===== src/rtl/instr_encode_writer.sv =====
// Packs RV32I instruction fields into a 32-bit word, checks immediate legality,
// and streams legal words into an instruction-memory write port.
module instr_encode_writer #(
  parameter int unsigned ADDR_W = 8,
  parameter int unsigned DEPTH  = 256
) (
  input  logic              clk,
  input  logic              rst,
  input  logic              start,
  input  logic              in_valid,
  output logic              in_ready,
  input  logic [2:0]        in_fmt,
  input  logic [6:0]        in_opcode,
  input  logic [4:0]        in_rd,
  input  logic [4:0]        in_rs1,
  input  logic [4:0]        in_rs2,
  input  logic [2:0]        in_func3,
  input  logic [6:0]        in_func7,
  input  logic [31:0]       in_imm,
  output logic              imem_we,
  output logic [ADDR_W-1:0] imem_addr,
  output logic [31:0]       imem_wdata,
  output logic              err_valid,
  output logic [1:0]        err_code,
  output logic [ADDR_W:0]   word_count,
  output logic              full
);

  localparam int unsigned CNT_W = ADDR_W + 1;

  localparam logic [2:0] FMT_R = 3'd0;
  localparam logic [2:0] FMT_I = 3'd1;
  localparam logic [2:0] FMT_S = 3'd2;
  localparam logic [2:0] FMT_B = 3'd3;
  localparam logic [2:0] FMT_U = 3'd4;
  localparam logic [2:0] FMT_J = 3'd5;

  localparam logic [1:0] ERR_NONE  = 2'd0;
  localparam logic [1:0] ERR_FMT   = 2'd1;
  localparam logic [1:0] ERR_RANGE = 2'd2;
  localparam logic [1:0] ERR_ALIGN = 2'd3;

  typedef enum logic [1:0] {
    ST_IDLE   = 2'd0,
    ST_ACTIVE = 2'd1,
    ST_FULL   = 2'd2
  } state_t;

  state_t             state, state_next;
  logic [ADDR_W-1:0]  ptr, ptr_next;
  logic [CNT_W-1:0]   count_next;
  logic               we_next;
  logic [ADDR_W-1:0]  addr_next;
  logic [31:0]        wdata_next;
  logic               errv_next;
  logic [1:0]         errc_next;

  logic [31:0]        enc_word;
  logic [1:0]         enc_err;
  logic               accept;

  // Sign-extension tests: upper immediate bits must all match the sign bit
  logic fits_11, fits_12, fits_20;
  assign fits_11 = (&in_imm[31:11]) | ~(|in_imm[31:11]);
  assign fits_12 = (&in_imm[31:12]) | ~(|in_imm[31:12]);
  assign fits_20 = (&in_imm[31:20]) | ~(|in_imm[31:20]);

  assign in_ready = (state == ST_ACTIVE) && !start;
  assign accept   = in_valid && in_ready;

  // Field packing and legality; misalignment outranks range
  always_comb begin
    enc_word = 32'd0;
    enc_err  = ERR_NONE;
    case (in_fmt)
      FMT_R: begin
        enc_word = {in_func7, in_rs2, in_rs1, in_func3, in_rd, in_opcode};
      end
      FMT_I: begin
        enc_word = {in_imm[11:0], in_rs1, in_func3, in_rd, in_opcode};
        if (!fits_11) enc_err = ERR_RANGE;
      end
      FMT_S: begin
        enc_word = {in_imm[11:5], in_rs2, in_rs1, in_func3, in_imm[4:0], in_opcode};
        if (!fits_11) enc_err = ERR_RANGE;
      end
      FMT_B: begin
        enc_word = {in_imm[12], in_imm[10:5], in_rs2, in_rs1, in_func3,
                    in_imm[4:1], in_imm[11], in_opcode};
        if (in_imm[0])     enc_err = ERR_ALIGN;
        else if (!fits_12) enc_err = ERR_RANGE;
      end
      FMT_U: begin
        enc_word = {in_imm[31:12], in_rd, in_opcode};
        if (|in_imm[11:0]) enc_err = ERR_ALIGN;
      end
      FMT_J: begin
        enc_word = {in_imm[20], in_imm[10:1], in_imm[11], in_imm[19:12], in_rd, in_opcode};
        if (in_imm[0])     enc_err = ERR_ALIGN;
        else if (!fits_20) enc_err = ERR_RANGE;
      end
      default: enc_err = ERR_FMT;
    endcase
  end

  // Next-state and next-output logic; start overrides any accept
  always_comb begin
    state_next = state;
    ptr_next   = ptr;
    count_next = word_count;
    we_next    = 1'b0;
    addr_next  = imem_addr;
    wdata_next = imem_wdata;
    errv_next  = 1'b0;
    errc_next  = err_code;

    if (start) begin
      state_next = ST_ACTIVE;
      ptr_next   = '0;
      count_next = '0;
    end else if (accept) begin
      if (enc_err == ERR_NONE) begin
        we_next    = 1'b1;
        addr_next  = ptr;
        wdata_next = enc_word;
        count_next = word_count + CNT_W'(1);
        if (count_next == CNT_W'(DEPTH)) begin
          state_next = ST_FULL;
          ptr_next   = '0;
        end else begin
          ptr_next = ptr + ADDR_W'(1);
        end
      end else begin
        errv_next = 1'b1;
        errc_next = enc_err;
      end
    end
  end

  // State and registered outputs
  always_ff @(posedge clk) begin
    if (rst) begin
      state      <= ST_IDLE;
      ptr        <= '0;
      word_count <= '0;
      imem_we    <= 1'b0;
      imem_addr  <= '0;
      imem_wdata <= 32'd0;
      err_valid  <= 1'b0;
      err_code   <= ERR_NONE;
      full       <= 1'b0;
    end else begin
      state      <= state_next;
      ptr        <= ptr_next;
      word_count <= count_next;
      imem_we    <= we_next;
      imem_addr  <= addr_next;
      imem_wdata <= wdata_next;
      err_valid  <= errv_next;
      err_code   <= errc_next;
      full       <= (state_next == ST_FULL);
    end
  end

endmodule


===== config.mk =====
export PLATFORM = sky130hd
export DESIGN_NAME = instr_encode_writer
export DESIGN_NICKNAME = d
export VERILOG_FILES = /design/src/rtl/instr_encode_writer.sv
export SDC_FILE = /design/constraint.sdc
export NUM_CORES = 1
export LEC_CHECK = 0
export ABC_CLOCK_PERIOD_IN_PS = 7600
export BUFFER_PORTS_ARGS = -buffer_cell sky130_fd_sc_hd__buf_2
export CAP_MARGIN = 15
export CORE_MARGIN = 10
export CORE_UTILIZATION = 50
export CTS_CLUSTER_SIZE = 30
export DETAILED_ROUTE_END_ITERATION = 6
export GPL_TIMING_DRIVEN = 0
export PLACE_DENSITY = 0.8
export SETUP_SLACK_MARGIN = 0.4
export SLEW_MARGIN = 15
export SYNTH_ARGS = -nofsm -noshare
export SYNTH_HDL_FRONTEND = slang
export SYNTH_SLANG_ARGS = --single-unit

===== constraint.sdc =====
create_clock -name clk -period 7.6 [get_ports clk]
set_input_delay 1.52 -clock clk [delete_from_list [all_inputs] [get_ports clk]]
set_output_delay 1.52 -clock clk [all_outputs]
set_load 0.005 [all_outputs]

# Word-level counts from Yosys, hierarchy flattened
# Cells that the tools add are included.
# op_classes
div	0
bitwise_logic	9
n_mux	15
eq_ne	8
order_cmp	0
addsub	2
shift	0
multipliers	0
reduce_logical	18
# ops
op	count
$pmux 32 s6	1
$reduce_or 12->1	2
$reduce_and 21->1	1
$reduce_or 21->1	1
$mux 2	10
$reduce_and 20->1	1
$reduce_or 20->1	1
$reduce_and 12->1	1
$pmux 2 s5	1
$add 9x1->9 const B	1
$eq 9x9->1 const B	1
$add 8x1->8 const B	1
$mux 8	1
$eq 3x2->1 const B	2
$eq 3x3->1 const B	2
$not 1->1	6
$reduce_and 3->1	2
$reduce_or 2->1	2
$eq 3x1->1 const B	1
$logic_not 3->1	1
$or 1x1->1	3
$reduce_or 3->1	1
$eq 2x1->1 const B	1
$eq 2x2->1 const B	1
5 further kinds	7
# totals
memories	0
ramBits	0
output_inout_bits	55
reg_bits	64
word_cells	61
romBits	0
latch_bits	0

# Depth between registers and ports, before layout
# Gate-level depths: netlist of the first run.
# logic_depth
ltp_word	11
mapped_depth	9
mapped_depth_nobuf	7

# Worst setup path before layout of the first run
# OpenSTA, ideal clock, no wires.
# synth_timing
path_type	input-to-reg
start	input in_imm[17]
end	register word_count[8]
slack_ns	4.119
path_stages	7
t_arrival_ns	3.409
path_buffers	1
setup_ns	0.072
path_cell_list	or4_1 nor2_1 nand4_1 a311o_1 buf_2 nor4_2 mux2i_1
# synth_via
elab_chain_cells	8
elab_cells_between_ends	14
classes_between	mux (4); bitwise (4); reduce/logical (6)
# synth_rtl
element	line	rtl
from (decl)	19	input logic [31:0] in_imm,
$reduce_or 20->1	65	assign fits_12 = (&in_imm[31:12]) | ~(|in_imm[31:12]);
$not 1->1	65	
$or 1x1->1	65	
$mux 2	91	else if (!fits_12) enc_err = ERR_RANGE;
$mux 2	90	if (in_imm[0]) enc_err = ERR_ALIGN;
$pmux 2 s5 (*)	75	case (in_fmt)
$logic_not 2->1 (*)	122	if (enc_err == ERR_NONE) begin
$reduce_and 2->1 (no source line) (*)	n/a	
to (signal assigned)	155	word_count <= count_next;
to (decl)	25	output logic [ADDR_W:0] word_count,
# Mark *: on every way between the ends. The rest lies on a longest branch, timed or not.
# A chain may end at the register's enable or synchronous reset.

# Worst setup path in the final report of the first run
# layout_timing
start	input in_imm[5]
end	register imem_wdata[7]
# layout_via
elab_chain_cells	5
# layout_rtl
element	line	rtl
$reduce_or 12->1	95	if (|in_imm[11:0]) enc_err = ERR_ALIGN;
$mux 2	95	
$pmux 2 s5	75	
$logic_not 2->1	122	
$reduce_and 3->1 (no source line)	n/a	
to (signal assigned)	158	imem_wdata <= wdata_next;
to (decl)	22	output logic [31:0] imem_wdata,
# No other way between the ends.

==> report_table.html, run 1 <==
<table>
<tr><th>Metric</th><th>Value</th></tr>
<tr><th colspan="2">Run status</th></tr>
<tr><td>Run status</td><td>finished, final reports clean</td></tr>
<tr><th colspan="2">Job</th></tr>
<tr><td>Max_cap viols</td><td>0</td></tr>
<tr><th colspan="2">STA</th></tr>
<tr><td>Post-route worst hold slack</td><td>0.470 ns</td></tr>
<tr><td>Worst rel slew slack</td><td>34.1%</td></tr>
<tr><td>Sum Neg Setup Slack</td><td>0 ns</td></tr>
<tr><td>Unrepaired setup endpoints after global routing</td><td>false</td></tr>
<tr><td>Final Hold Violating Endpoints</td><td>0</td></tr>
<tr><td>Achievable Freq</td><td>257 MHz</td></tr>
<tr><td>Final-report max-slew violation count</td><td>0</td></tr>
<tr><td>Crit path time final</td><td>3.89 ns</td></tr>
<tr><td>Slew @ Worst Pin</td><td>0.988 ns</td></tr>
<tr><td>Period utilization</td><td>51.1%</td></tr>
<tr><td>Clk_skew</td><td>0.00808 ns</td></tr>
<tr><td># setup viols final</td><td>0</td></tr>
<tr><th colspan="2">Placement</th></tr>
<tr><td>Buffers on Ports</td><td>122</td></tr>
<tr><td>Placed cell count</td><td>644</td></tr>
<tr><td>Global placement routability congestion</td><td>0.927</td></tr>
<tr><td>Post-detail-place hpwl</td><td>9680 µm</td></tr>
<tr><th colspan="2">Worst setup path</th></tr>
<tr><td>Highest-delay cell along the critical path</td><td>sky130_fd_sc_hd__or4_1</td></tr>
<tr><td>WP data arrival</td><td>4.11 ns</td></tr>
<tr><td>Cell-by-cell trace of the critical path</td><td>buf_2 -&gt; or4_1 -&gt; nor4_1 -&gt; a32oi_1 -&gt; a311o_1 -&gt; buf_2 -&gt; a2111oi_0 -&gt; nor3_1</td></tr>
<tr><td>Critical setup path kind</td><td>input port to flop</td></tr>
<tr><td>CP Launch Type</td><td>input port</td></tr>
<tr><td>Required time of the critical path</td><td>7.83 ns</td></tr>
<tr><td>Largest stage delay, worst path</td><td>0.53 ns</td></tr>
<tr><td>Top cell by count, worst path</td><td>sky130_fd_sc_hd__buf_2</td></tr>
<tr><td>Setup crit end kind</td><td>flop</td></tr>
<tr><td>Crit-path max FO</td><td>10</td></tr>
<tr><th colspan="2">Clock network</th></tr>
<tr><td>Number of levels the H-tree was split into</td><td>3</td></tr>
<tr><td>Clock input transition at the sequential cells of the worst setup and hold paths</td><td>0.08 ns</td></tr>
<tr><td>Number of cells upsized or downsized after cts</td><td>0</td></tr>
<tr><td>Clock Root Buffer</td><td>sky130_fd_sc_hd__clkbuf_8</td></tr>
<tr><td>Clock Latency Late Sink</td><td>0.35 ns</td></tr>
<tr><td>Hold-fix buffers, CTS</td><td>0</td></tr>
<tr><td>Clk sink count</td><td>64</td></tr>
<tr><td>Setup repair bufs after CTS</td><td>0</td></tr>
<tr><td>Number of buffers on the longest clock path</td><td>2</td></tr>
<tr><td>Clock tree from TritonCTS</td><td>yes</td></tr>
<tr><td>CTS Buf Count</td><td>9</td></tr>
<tr><th colspan="2">Floorplanning</th></tr>
<tr><td># IOs</td><td>126</td></tr>
<tr><td>Initial Utilization</td><td>51.7%</td></tr>
<tr><td>Core Footprint</td><td>6830 µm²</td></tr>
<tr><td>Placement row count</td><td>30</td></tr>
<tr><td>Die width</td><td>104 µm</td></tr>
<tr><td>Overall die area</td><td>10,800 µm²</td></tr>
<tr><td>Chip Height</td><td>104 µm</td></tr>
<tr><th colspan="2">Global routing</th></tr>
<tr><td>Global-route wire length before repair</td><td>20,000 µm</td></tr>
<tr><td>Global route total overflow</td><td>0</td></tr>
<tr><td>Pin count of the biggest net entering global routing</td><td>13</td></tr>
<tr><td>Antenna violations before repair</td><td>1</td></tr>
<tr><td>Total Routing Usage GR</td><td>22.0%</td></tr>
<tr><td>Number of global-route vias before repair</td><td>4,049</td></tr>
<tr><th colspan="2">Layout</th></tr>
<tr><td>Fraction of layout cells with a size suffix above 1</td><td>30.9%</td></tr>
<tr><td>Final #Nets</td><td>633</td></tr>
<tr><td>Synth-to-Final Area Change</td><td>26.2%</td></tr>
<tr><td>Leading cell types in the layout, fill and taps excluded</td><td>sky130_fd_sc_hd__buf_2 (130), sky130_fd_sc_hd__dfxtp_1 (64), sky130_fd_sc_hd__a21oi_1 (63)</td></tr>
<tr><td>Most common library cell in the layout ignoring fill and taps</td><td>sky130_fd_sc_hd__buf_2</td></tr>
<tr><td>Core Util, Final</td><td>65.2%</td></tr>
<tr><td>Final Non-Filler Cells</td><td>661</td></tr>
<tr><th colspan="2">Logic synthesis</th></tr>
<tr><td>Net Count, Synth</td><td>500</td></tr>
<tr><td>Flops &amp; latches, synth</td><td>64</td></tr>
<tr><td>Post-synthesis area per instance</td><td>8.29 µm²</td></tr>
<tr><td>Sequential area share after synthesis</td><td>36.3%</td></tr>
<tr><td>Number of flops mapped to enable cells by yosys</td><td>0</td></tr>
<tr><td>Async S/R FF share, synth</td><td>0%</td></tr>
<tr><td>Most instantiated flip-flop cell in the synthesis netlist</td><td>sky130_fd_sc_hd__dfxtp_1</td></tr>
<tr><td>Post-synthesis instance total</td><td>426</td></tr>
<tr><td>Cell area after synthesis</td><td>3530 µm²</td></tr>
<tr><td>Count of yosys warnings during synthesis</td><td>0</td></tr>
<tr><td>Library cells used by synthesis</td><td>50</td></tr>
<tr><th colspan="2">Drt</th></tr>
<tr><td>Routed wire length</td><td>12,800 µm</td></tr>
<tr><td>DR iter-0 viols</td><td>268</td></tr>
<tr><td>Detailed-routing iteration count for the pre-antenna-repair pass</td><td>5</td></tr>
<tr><td>Total number of vias</td><td>4,075</td></tr>
<tr><td>Post-route DRC violation count</td><td>0</td></tr>
<tr><td>Number of routed nets with antenna violations</td><td>0</td></tr>
<tr><td>Number of vias per cell after detailed routing</td><td>6.16</td></tr>
<tr><td>Routed length per instance</td><td>19.4 µm</td></tr>
<tr><th colspan="2">Pwr</th></tr>
<tr><td>Total leakage power</td><td>1.76 nW</td></tr>
<tr><td>Total power</td><td>0.756 mW</td></tr>
<tr><td>Peak VDD IR</td><td>113 µV</td></tr>
<tr><td>Power Dens Cells</td><td>170 nW/µm²</td></tr>
<tr><th colspan="2">Worst hold path</th></tr>
<tr><td>Worst min-delay path category</td><td>flop to flop</td></tr>
</table>
[final cells by class]
class                           instances  area [µm²]
Antenna cell                            1        2.50
Buffer                                 42         199
Clock buffer                           11         151
Clock inverter                          5        38.8
Fill cell                             638        2380
Inverter                                6        22.5
Multi-Input combinational cell        314        2030
Sequential cell                        64        1280
Tap cell                               96         120
Timing Repair Buffer                  122         611
[sequential cells by signal, indices dropped and copies added, names as in the netlist, 2 cells and up]
name	cells
imem_wdata	32
word_count	9
imem_addr	8
ptr	8
err_code	2
state	2
[worst max-delay path: cells and delay by family]
family	cells	cell delay (ns)
AOI/OAI and AO/OA	3	1.22
buffers and inverters	2	0.35
and+or+nand+nor	3	1.00
[through the flow]
stage | setup WS, ns | instance area, µm²
after floorplan | 4.12 | 3530
after global placement | 3.52 | 4260
after detailed placement | 3.45 | 4260
after CTS | 3.81 | 4450
after global routing | 3.53 | 4450
final | 3.71 | 4450
[Yosys cell counts (12+ instances only)]
library cell	instances	share of area [%]
sky130_fd_sc_hd__a211oi_2	15	5.3
sky130_fd_sc_hd__a21oi_1	63	8.9
sky130_fd_sc_hd__a22oi_1	21	4.5
sky130_fd_sc_hd__clkbuf_1	28	3.0
sky130_fd_sc_hd__dfxtp_1	64	36
sky130_fd_sc_hd__nand2_1	19	2.0
sky130_fd_sc_hd__nand3_1	17	2.4
sky130_fd_sc_hd__nand4_1	19	3.4
sky130_fd_sc_hd__nor2_1	12	1.3
sky130_fd_sc_hd__nor2b_1	12	2.1
sky130_fd_sc_hd__nor3_1	14	2.0
sky130_fd_sc_hd__o211ai_1	14	3.0
sky130_fd_sc_hd__o21ai_0	22	3.1
[power breakdown]
group          internal, mW  switching (mW)  leakage, nW
logic                0.0453          0.0801         1.14
registers             0.340         0.00283        0.517
clock network         0.138           0.150       0.0963
[kinds of logic (layout without fill, tap and decap cells)]
logic type,after synthesis,in the layout,synth area share (%)
XOR/XNOR,1,1,0.248
flip-flops,64,64,36.3
AND/OR/NAND/NOR,132,132,21.0
multiplexers,4,4,1.13
buffers and inverters,48,186,6.27
AO/OA/AOI/OAI,174,174,34.0
adder cells (fa/ha/maj),3,3,1.06
other,0,1,0
[per-layer routing]
metal	GRT usage, %	wire, µm
met5	0	0
met4	9.34	308
met3	6.88	1080
met2	35.7	6080
met1	26.3	5350
[worst paths after layout]
path | start | end | slack (ns) | depth (start not counted)
setup / recovery | in_imm[5] | imem_wdata[7] | 3.71 | 8
hold reg to reg | err_code[1] | err_code[1] | 0.47 | 2
hold / removal | err_code[1] | err_code[1] | 0.47 | 2
setup reg to reg | state[0] | imem_wdata[31] | 5.05 | 9
(Power assumes the default switching activity.)
==> inputs of run 2 (changes only) <==
ABC_CLOCK_PERIOD_IN_PS = 3200   (was 7600)
CORE_UTILIZATION = 45   (was 50)
PLACE_DENSITY = 0.76   (was 0.8)
clock period = 3.2 ns   (was 7.6 ns; I/O delays follow)
==> run 2 against run 1 <==
Compared with the run above: sequential power up 140%; clock skew down 0.0021 ns; total power rose to 2.5 times the previous value; flip-flop and latch count unchanged; final area up 1.6%; combinational power up 140%; clock-buffer cell count down 2; hold slack better by 0.012 ns; cell count up 0.91%; wire length down 0.86%; critical path type unchanged; critical endpoint is now word_count[4].
==> report_table.html, run 2 (synthesis results as in run 1) <==
<table>
<tr><th>Metric</th><th>Value</th></tr>
<tr><th colspan="2">Run status</th></tr>
<tr><td>Run status</td><td>finished, final reports clean</td></tr>
<tr><th colspan="2">STA</th></tr>
<tr><td>Fin worst setup slack</td><td>0.457 ns (-3.26 ns)</td></tr>
<tr><td>Worst rel slew slack</td><td>35.8% (+1.7 points)</td></tr>
<tr><td># setup viols final</td><td>0 (unchanged)</td></tr>
<tr><td>Final-report max-slew violation count</td><td>0 (unchanged)</td></tr>
<tr><td>Clk_skew</td><td>0.00600 ns (-0.00208 ns)</td></tr>
<tr><td>Sum Neg Setup Slack</td><td>0 ns (unchanged)</td></tr>
<tr><td>Slew @ Worst Pin</td><td>0.963 ns (-0.0253 ns)</td></tr>
<tr><td>Achievable Freq</td><td>365 MHz</td></tr>
<tr><td>Period utilization</td><td>85.7%</td></tr>
<tr><td>Crit path time final</td><td>2.74 ns</td></tr>
<tr><td>Final Hold Violating Endpoints</td><td>0 (unchanged)</td></tr>
<tr><td>Unrepaired setup endpoints after global routing</td><td>false</td></tr>
<tr><th colspan="2">Pwr</th></tr>
<tr><td>Total leakage power</td><td>1.78 nW (+1.6%)</td></tr>
<tr><td>Power Dens Cells</td><td>425 nW/µm² (+150%)</td></tr>
<tr><td>Peak VDD IR</td><td>288 µV (+160%)</td></tr>
<tr><th colspan="2">Drt</th></tr>
<tr><td>Routed length per instance</td><td>19.0 µm (-1.8%)</td></tr>
<tr><td>DR iter-0 viols</td><td>241 (-10%)</td></tr>
<tr><td>Detailed-routing iteration count for the pre-antenna-repair pass</td><td>5 (unchanged)</td></tr>
<tr><td>Post-route DRC violation count</td><td>0 (unchanged)</td></tr>
<tr><td>Routed wire length</td><td>12,700 µm (-0.86%)</td></tr>
<tr><td>Number of vias per cell after detailed routing</td><td>6.18 (+0.19%)</td></tr>
<tr><td>Total number of vias</td><td>4,120 (+1.1%)</td></tr>
<tr><td>Number of routed nets with antenna violations</td><td>0 (unchanged)</td></tr>
<tr><th colspan="2">Clock network</th></tr>
<tr><td>Clock input transition at the sequential cells of the worst setup and hold paths</td><td>0.08 ns (about the same)</td></tr>
<tr><td>CTS Buf Count</td><td>9 (unchanged)</td></tr>
<tr><td>Clock Latency Late Sink</td><td>0.35 ns (about the same)</td></tr>
<tr><td>Clock Root Buffer</td><td>sky130_fd_sc_hd__clkbuf_8</td></tr>
<tr><td>Number of levels the H-tree was split into</td><td>3 (unchanged)</td></tr>
<tr><td>Number of buffers on the longest clock path</td><td>2 (unchanged)</td></tr>
<tr><td>Clock tree from TritonCTS</td><td>yes</td></tr>
<tr><td>Clk sink count</td><td>64 (unchanged)</td></tr>
<tr><th colspan="2">Worst setup path</th></tr>
<tr><td>WP data arrival</td><td>2.96 ns (-1.15 ns)</td></tr>
<tr><td>CP Launch Type</td><td>input port</td></tr>
<tr><td>Required time of the critical path</td><td>3.41 ns (-4.42 ns)</td></tr>
<tr><td>Crit-path max FO</td><td>10 (unchanged)</td></tr>
<tr><td>Setup crit end kind</td><td>flop</td></tr>
<tr><td>Critical setup path kind</td><td>input port to flop</td></tr>
<tr><th colspan="2">Global routing</th></tr>
<tr><td>Total Routing Usage GR</td><td>21.1% (-0.98 points)</td></tr>
<tr><td>Number of global-route vias before repair</td><td>4,022 (-0.67%)</td></tr>
<tr><td>Global route total overflow</td><td>0 (unchanged)</td></tr>
<tr><td>Antenna violations before repair</td><td>0 (-1)</td></tr>
<tr><td>Global-route wire length before repair</td><td>20,200 µm (+1.2%)</td></tr>
<tr><td>Pin count of the biggest net entering global routing</td><td>14 (+1)</td></tr>
<tr><th colspan="2">Layout</th></tr>
<tr><td>Biggest registers after layout</td><td>imem_wdata (32), word_count (9)</td></tr>
<tr><td>Most flops, register</td><td>imem_wdata</td></tr>
<tr><td>Synth-to-Final Area Change</td><td>28.2%</td></tr>
<tr><td>Filler instances</td><td>735 (+15%)</td></tr>
<tr><td>Flip-flop count of the largest register after layout</td><td>32 (unchanged)</td></tr>
<tr><td>Total inserted antenna cells</td><td>0 (-1)</td></tr>
<tr><td>Final #Nets</td><td>634 (+0.16%)</td></tr>
<tr><td>Most common library cell in the layout ignoring fill and taps</td><td>sky130_fd_sc_hd__buf_2</td></tr>
<tr><td>Fraction of layout cells with a size suffix above 1</td><td>31.3% (+0.48 points)</td></tr>
<tr><td>Leading cell types in the layout, fill and taps excluded</td><td>sky130_fd_sc_hd__buf_2 (130), sky130_fd_sc_hd__dfxtp_1 (64), sky130_fd_sc_hd__a21oi_1 (63)</td></tr>
<tr><th colspan="2">Floorplanning</th></tr>
<tr><td>Die width</td><td>109 µm (+4.4%)</td></tr>
<tr><td># IOs</td><td>126 (unchanged)</td></tr>
<tr><td>Overall die area</td><td>11,800 µm² (+8.9%)</td></tr>
<tr><td>Initial Utilization</td><td>45.9% (-5.8 points)</td></tr>
<tr><td>Core Footprint</td><td>7690 µm² (+13%)</td></tr>
<tr><td>Placement row count</td><td>32 (+6.7%)</td></tr>
<tr><td>Chip Height</td><td>109 µm (+4.4%)</td></tr>
<tr><th colspan="2">Placement</th></tr>
<tr><td>Buffers on Ports</td><td>122 (unchanged)</td></tr>
<tr><td>Global placement routability congestion</td><td>0.938 (+1.2%)</td></tr>
<tr><td>Post-place setup slack</td><td>0.0480 ns (-3.40 ns)</td></tr>
<tr><td>Post-detail-place hpwl</td><td>9700 µm (+0.23%)</td></tr>
<tr><th colspan="2">Worst hold path</th></tr>
<tr><td>Worst min-delay path category</td><td>flop to flop</td></tr>
<tr><th colspan="2">Job</th></tr>
<tr><td>Max_cap viols</td><td>0 (unchanged)</td></tr>
</table>
==> run 2: changes by cell type in the layout (fill, tap and decap cells not counted), sizes merged <==
| cell | change |
|---|---|
| clkinv | +1 |
| clkbuf | -2 |
| diode | -1 |
| inv | -1 |
| bufinv | +2 |
| buf | +1 |
==> run 2: timing repair <==
item / 4_1_cts / 5_1_grt
hold buffers: 0 / 0
setup endpoints to repair: 0 / 61
gates resized for setup: 0 / 4
buffers inserted: 0 / 1
==> run 2: cell type report <==
| type | count | area [µm²] | share of cell area, % |
|---|---|---|---|
| clock inverters | 7 | 105 | 2.32 |
| well taps | 102 | 128 | 2.82 |
| inverters | 6 | 22.5 | 0.498 |
| clock buffers | 9 | 124 | 2.74 |
| multi-input cells | 314 | 2040 | 45.0 |
| repair buffers | 123 | 631 | 13.9 |
| plain buffers | 42 | 200 | 4.42 |
| flip-flops and latches | 64 | 1280 | 28.3 |
==> run 2: critical path: stages <==
cell	delay, ns
sky130_fd_sc_hd__buf_2	0.11
sky130_fd_sc_hd__or4_1	0.55
sky130_fd_sc_hd__nor4_2	0.22
sky130_fd_sc_hd__a32oi_1	0.26
sky130_fd_sc_hd__a311o_1	0.43
sky130_fd_sc_hd__buf_2	0.24
sky130_fd_sc_hd__o311ai_1	0.35
sky130_fd_sc_hd__o31ai_1	0.14
==> run 2: routing by layer <==
layer  part of all wire, %  GRT usage [%]  vias up
met3                   9.2           5.95       18
met4                   1.3           5.37        0
met5                     0              0        -
met2                    48           34.4      199
li1                      -              -     1919
met1                    42           26.7     1984
==> run 2: path summary, 6_finish.rpt <==
kind                                    start            end  slack [ns]  cells after the start
worst max-delay path                in_imm[5]  word_count[4]        0.46                      8
worst min-delay path             imem_addr[5]   imem_addr[5]        0.48                      2
worst max register to register  word_count[0]         ptr[4]        0.69                      7
worst min register to register   imem_addr[5]   imem_addr[5]        0.48                      2
==> run 2: where the power goes <==
part | switching [mW] | leakage (nW) | total, mW | internal (mW)
Combinational | 0.191 | 1.16 | 0.304 | 0.114
Sequential | 0.00707 | 0.517 | 0.814 | 0.807
Clock | 0.358 | 0.112 | 0.805 | 0.448
Total | 0.556 | 1.78 | 1.92 | 1.37
==> run 2: metrics by stage <==
| step | std cells | utilization, % | total power [mW] | instance area, µm² | hold slack, ns |
|---|---|---|---|---|---|
| after floorplan | 426 | - | 1.00 | 3530 | 0.453 |
| after global placement | 650 | 55.5 | 1.12 | 4270 | 0.454 |
| after detailed placement | 650 | 55.5 | 1.12 | 4270 | 0.465 |
| after CTS | 666 | 58.5 | 1.91 | 4500 | 0.476 |
| after global routing | 667 | 58.9 | 2.00 | 4530 | 0.498 |
| final | 667 | 58.9 | 1.92 | 4530 | 0.481 |
==> inputs of run 3 (changes only) <==
CORE_MARGIN = 4   (was 10)
==> run 3 against run 2 <==
Compared with the run above: clock-buffer cell count rose by 1; cell count rose by 0.30%; register-to-register slack got worse by 0.04 ns; first-iteration DRC count fell by 13%; total power fell by 8.0%; combinational power barely moved; flip-flop and latch count did not move; largest power group unchanged.
==> report_table.html, run 3 (synthesis results as in run 1) <==
<table>
<tr><th>Metric</th><th>Value</th></tr>
<tr><th colspan="2">Run status</th></tr>
<tr><td>Run status</td><td>finished, final reports clean</td></tr>
<tr><th colspan="2">Clock network</th></tr>
<tr><td>Clock Latency Late Sink</td><td>0.36 ns (about the same)</td></tr>
<tr><td>Clk sink count</td><td>64 (unchanged)</td></tr>
<tr><td>CTS Buf Count</td><td>9 (unchanged)</td></tr>
<tr><td>Number of buffers on the longest clock path</td><td>2 (unchanged)</td></tr>
<tr><td>Clock Root Buffer</td><td>sky130_fd_sc_hd__clkbuf_8</td></tr>
<tr><td>Clock input transition at the sequential cells of the worst setup and hold paths</td><td>0.07 ns (about the same)</td></tr>
<tr><td>Number of levels the H-tree was split into</td><td>3 (unchanged)</td></tr>
<tr><td>Clock tree from TritonCTS</td><td>yes</td></tr>
<tr><th colspan="2">Worst setup path</th></tr>
<tr><td>CP Launch Type</td><td>input port</td></tr>
<tr><td>Critical register-to-register path startpoint</td><td>word_count[0]</td></tr>
<tr><td>R2r setup slk</td><td>0.65 ns (-0.04 ns)</td></tr>
<tr><td>Crit-path max FO</td><td>10 (unchanged)</td></tr>
<tr><td>Required time of the critical path</td><td>3.48 ns (+0.07 ns)</td></tr>
<tr><td>Critical setup path kind</td><td>input port to flop</td></tr>
<tr><td>Setup crit end kind</td><td>flop</td></tr>
<tr><td>Critical register-to-register path endpoint</td><td>ptr[7]</td></tr>
<tr><td>WP data arrival</td><td>2.93 ns (-0.03 ns)</td></tr>
<tr><td>Worst reg2reg path depth</td><td>7 (unchanged)</td></tr>
<tr><th colspan="2">Pwr</th></tr>
<tr><td>Net switching component of the power</td><td>0.547 mW (-1.5%)</td></tr>
<tr><td>Peak VDD IR</td><td>280 µV (-2.8%)</td></tr>
<tr><td>Cell-internal power</td><td>1.22 mW (-11%)</td></tr>
<tr><td>Total leakage power</td><td>1.77 nW (-1.0%)</td></tr>
<tr><td>Clock power frac</td><td>36.9% (-5.0 points)</td></tr>
<tr><td>Sequential group share of total power</td><td>46.0% (+3.7 points)</td></tr>
<tr><td>Proportion of total power due to net switching</td><td>30.9% (+2.0 points)</td></tr>
<tr><td>Combinational group share of total power</td><td>17.2% (+1.4 points)</td></tr>
<tr><td>Power Dens Cells</td><td>394 nW/µm² (-7.3%)</td></tr>
<tr><th colspan="2">Layout</th></tr>
<tr><td>Filler instances</td><td>746 (+1.5%)</td></tr>
<tr><td>Leading cell types in the layout, fill and taps excluded</td><td>sky130_fd_sc_hd__buf_2 (130), sky130_fd_sc_hd__dfxtp_1 (64), sky130_fd_sc_hd__a21oi_1 (63)</td></tr>
<tr><td>Synth-to-Final Area Change</td><td>27.4%</td></tr>
<tr><td>Final #Nets</td><td>635 (+0.16%)</td></tr>
<tr><td>Most common library cell in the layout ignoring fill and taps</td><td>sky130_fd_sc_hd__buf_2</td></tr>
<tr><td>Flip-flop count of the largest register after layout</td><td>32 (unchanged)</td></tr>
<tr><td>Cell area after layout</td><td>4500 µm² (-0.66%)</td></tr>
<tr><td>Final Non-Filler Cells</td><td>669 (+0.30%)</td></tr>
<tr><td>Biggest registers after layout</td><td>imem_wdata (32), word_count (9)</td></tr>
<tr><td>Most flops, register</td><td>imem_wdata</td></tr>
<tr><td>Fraction of layout cells with a size suffix above 1</td><td>31.6% (+0.30 points)</td></tr>
<tr><th colspan="2">Placement</th></tr>
<tr><td>Buffers on Ports</td><td>122 (unchanged)</td></tr>
<tr><td>Global placement routability congestion</td><td>0.923 (-1.6%)</td></tr>
<tr><td>Placement Cell Area</td><td>4270 µm² (unchanged)</td></tr>
<tr><td>Post-detail-place hpwl</td><td>9070 µm (-6.5%)</td></tr>
<tr><td>Placed cell count</td><td>650 (unchanged)</td></tr>
<tr><th colspan="2">Drt</th></tr>
<tr><td>Number of vias per cell after detailed routing</td><td>6.07 (-1.8%)</td></tr>
<tr><td>Routed length per instance</td><td>18.0 µm (-5.5%)</td></tr>
<tr><td>Number of routed nets with antenna violations</td><td>0 (unchanged)</td></tr>
<tr><td>Total number of vias</td><td>4,058 (-1.5%)</td></tr>
<tr><td>Detailed-routing iteration count for the pre-antenna-repair pass</td><td>5 (unchanged)</td></tr>
<tr><td>Routed wire length</td><td>12,000 µm (-5.2%)</td></tr>
<tr><td>DR iter-0 viols</td><td>210 (-13%)</td></tr>
<tr><td>Post-route DRC violation count</td><td>0 (unchanged)</td></tr>
<tr><th colspan="2">Global routing</th></tr>
<tr><td>Antenna violations before repair</td><td>1 (+1)</td></tr>
<tr><td>Global route total overflow</td><td>0 (unchanged)</td></tr>
<tr><td>Global-route wire length before repair</td><td>19,000 µm (-6.0%)</td></tr>
<tr><td>Pin count of the biggest net entering global routing</td><td>13 (-1)</td></tr>
<tr><td>Number of global-route vias before repair</td><td>3,789 (-5.8%)</td></tr>
<tr><td>Total Routing Usage GR</td><td>26.4% (+5.3 points)</td></tr>
<tr><th colspan="2">Worst hold path</th></tr>
<tr><td>Worst Hold Path EP</td><td>err_code[1]</td></tr>
<tr><td>Worst min-delay path category</td><td>flop to flop</td></tr>
<tr><td>Hold Path Stages</td><td>2 (unchanged)</td></tr>
<tr><td>Min-Delay Startpoint</td><td>err_code[1]</td></tr>
<tr><th colspan="2">Floorplanning</th></tr>
<tr><td>Initial Utilization</td><td>45.9% (unchanged)</td></tr>
<tr><td>Core Footprint</td><td>7690 µm² (unchanged)</td></tr>
<tr><td># IOs</td><td>126 (unchanged)</td></tr>
<tr><td>Die width</td><td>96.6 µm (-11%)</td></tr>
<tr><td>Chip Height</td><td>96.6 µm (-11%)</td></tr>
<tr><td>Placement row count</td><td>32 (unchanged)</td></tr>
<tr><td>Overall die area</td><td>9330 µm² (-21%)</td></tr>
<tr><th colspan="2">STA</th></tr>
<tr><td>Post-route worst hold slack</td><td>0.467 ns (-0.0145 ns)</td></tr>
<tr><td>Period utilization</td><td>82.8% (-2.9 points)</td></tr>
<tr><td>Crit path time final</td><td>2.65 ns (-0.0931 ns)</td></tr>
<tr><td>Final-report max-slew violation count</td><td>0 (unchanged)</td></tr>
<tr><td>Achievable Freq</td><td>377 MHz (+3.5%)</td></tr>
<tr><td>Unrepaired setup endpoints after global routing</td><td>false</td></tr>
<tr><td># setup viols final</td><td>0 (unchanged)</td></tr>
<tr><td>Worst rel slew slack</td><td>30.4% (-5.4 points)</td></tr>
<tr><td>Slew @ Worst Pin</td><td>1.04 ns (+0.0814 ns)</td></tr>
<tr><td>Clk_skew</td><td>0.00981 ns (+0.00381 ns)</td></tr>
<tr><td>Final Hold Violating Endpoints</td><td>0 (unchanged)</td></tr>
<tr><th colspan="2">Job</th></tr>
<tr><td>Max_cap viols</td><td>0 (unchanged)</td></tr>
</table>
[run 3: worst max path at each step]
stage	startpoint	slack, ns	cells past startpoint	endpoint
final	in_imm[5]	0.55	8	word_count[8]
after detailed placement	in_imm[5]	-0.003	8	imem_wdata[7]
after CTS	in_imm[5]	0.41	8	imem_wdata[7]
after floorplan	in_imm[17]	0.60	7	word_count[8]
after global placement	in_imm[5]	-0.02	8	imem_wdata[7]
after global routing	in_imm[5]	0.42	8	word_count[8]
[run 3: per-stage QoR]
step                 TNS, ns  total power, mW  setup WS, ns  util [%]
floorplan                  0             1.00         0.599         -
finish                     0             1.77         0.550      58.5
detailed placement  -0.00294             1.12      -0.00294      55.5
CTS                        0             1.77         0.407      58.1
global route               0             1.84         0.423      58.5
global placement     -0.0174             1.12       -0.0174      55.5
[run 3: critical path, stage by stage]
cell,delay [ns]
sky130_fd_sc_hd__buf_2,0.11
sky130_fd_sc_hd__or4_1,0.58
sky130_fd_sc_hd__nor4_4,0.20
sky130_fd_sc_hd__a32oi_2,0.21
sky130_fd_sc_hd__a311o_1,0.42
sky130_fd_sc_hd__buf_2,0.24
sky130_fd_sc_hd__nor4_2,0.32
sky130_fd_sc_hd__mux2i_1,0.21
[run 3: routing by layer]
metal  GRT usage (%)  share of wire (%)  up-vias  wire (µm)
met5               0                  0        -          0
met4            10.0                1.6        0        192
met3            5.34                7.9       17        956
met2            41.6                 47      213       5680
met1            35.5                 43     1899       5210
li1                -                  -     1929          -
[run 3: layout make-up]
| cell class | instances | area [µm²] | share of cell area (%) |
|---|---|---|---|
| buffer | 42 | 199 | 4.42 |
| clock buffer | 10 | 138 | 3.06 |
| timing repair buffer | 124 | 626 | 13.9 |
| inverter | 6 | 22.5 | 0.501 |
| antenna | 1 | 2.50 | 0.0556 |
| multi-input combinational | 314 | 2060 | 45.7 |
| clock inverter | 6 | 43.8 | 0.974 |
| sequential | 64 | 1280 | 28.5 |
| tap | 102 | 128 | 2.84 |
[run 3: what timing repair did]
action,CTS,global route
hold buffers,0,0
buffers inserted,2,0
gates resized for setup,1,4
pin swaps,1,0
setup endpoints to repair,3,26
[run 3: power groups by stage]
stage	sequential (mW)	clock, mW	combinational, mW
6_report	0.814	0.653	0.304
5_1_grt	0.815	0.696	0.329
4_1_cts	0.814	0.660	0.296
3_5_place_dp	0.832	0	0.290
3_3_place_gp	0.832	0	0.287
2_1_floorplan	0.832	0	0.168
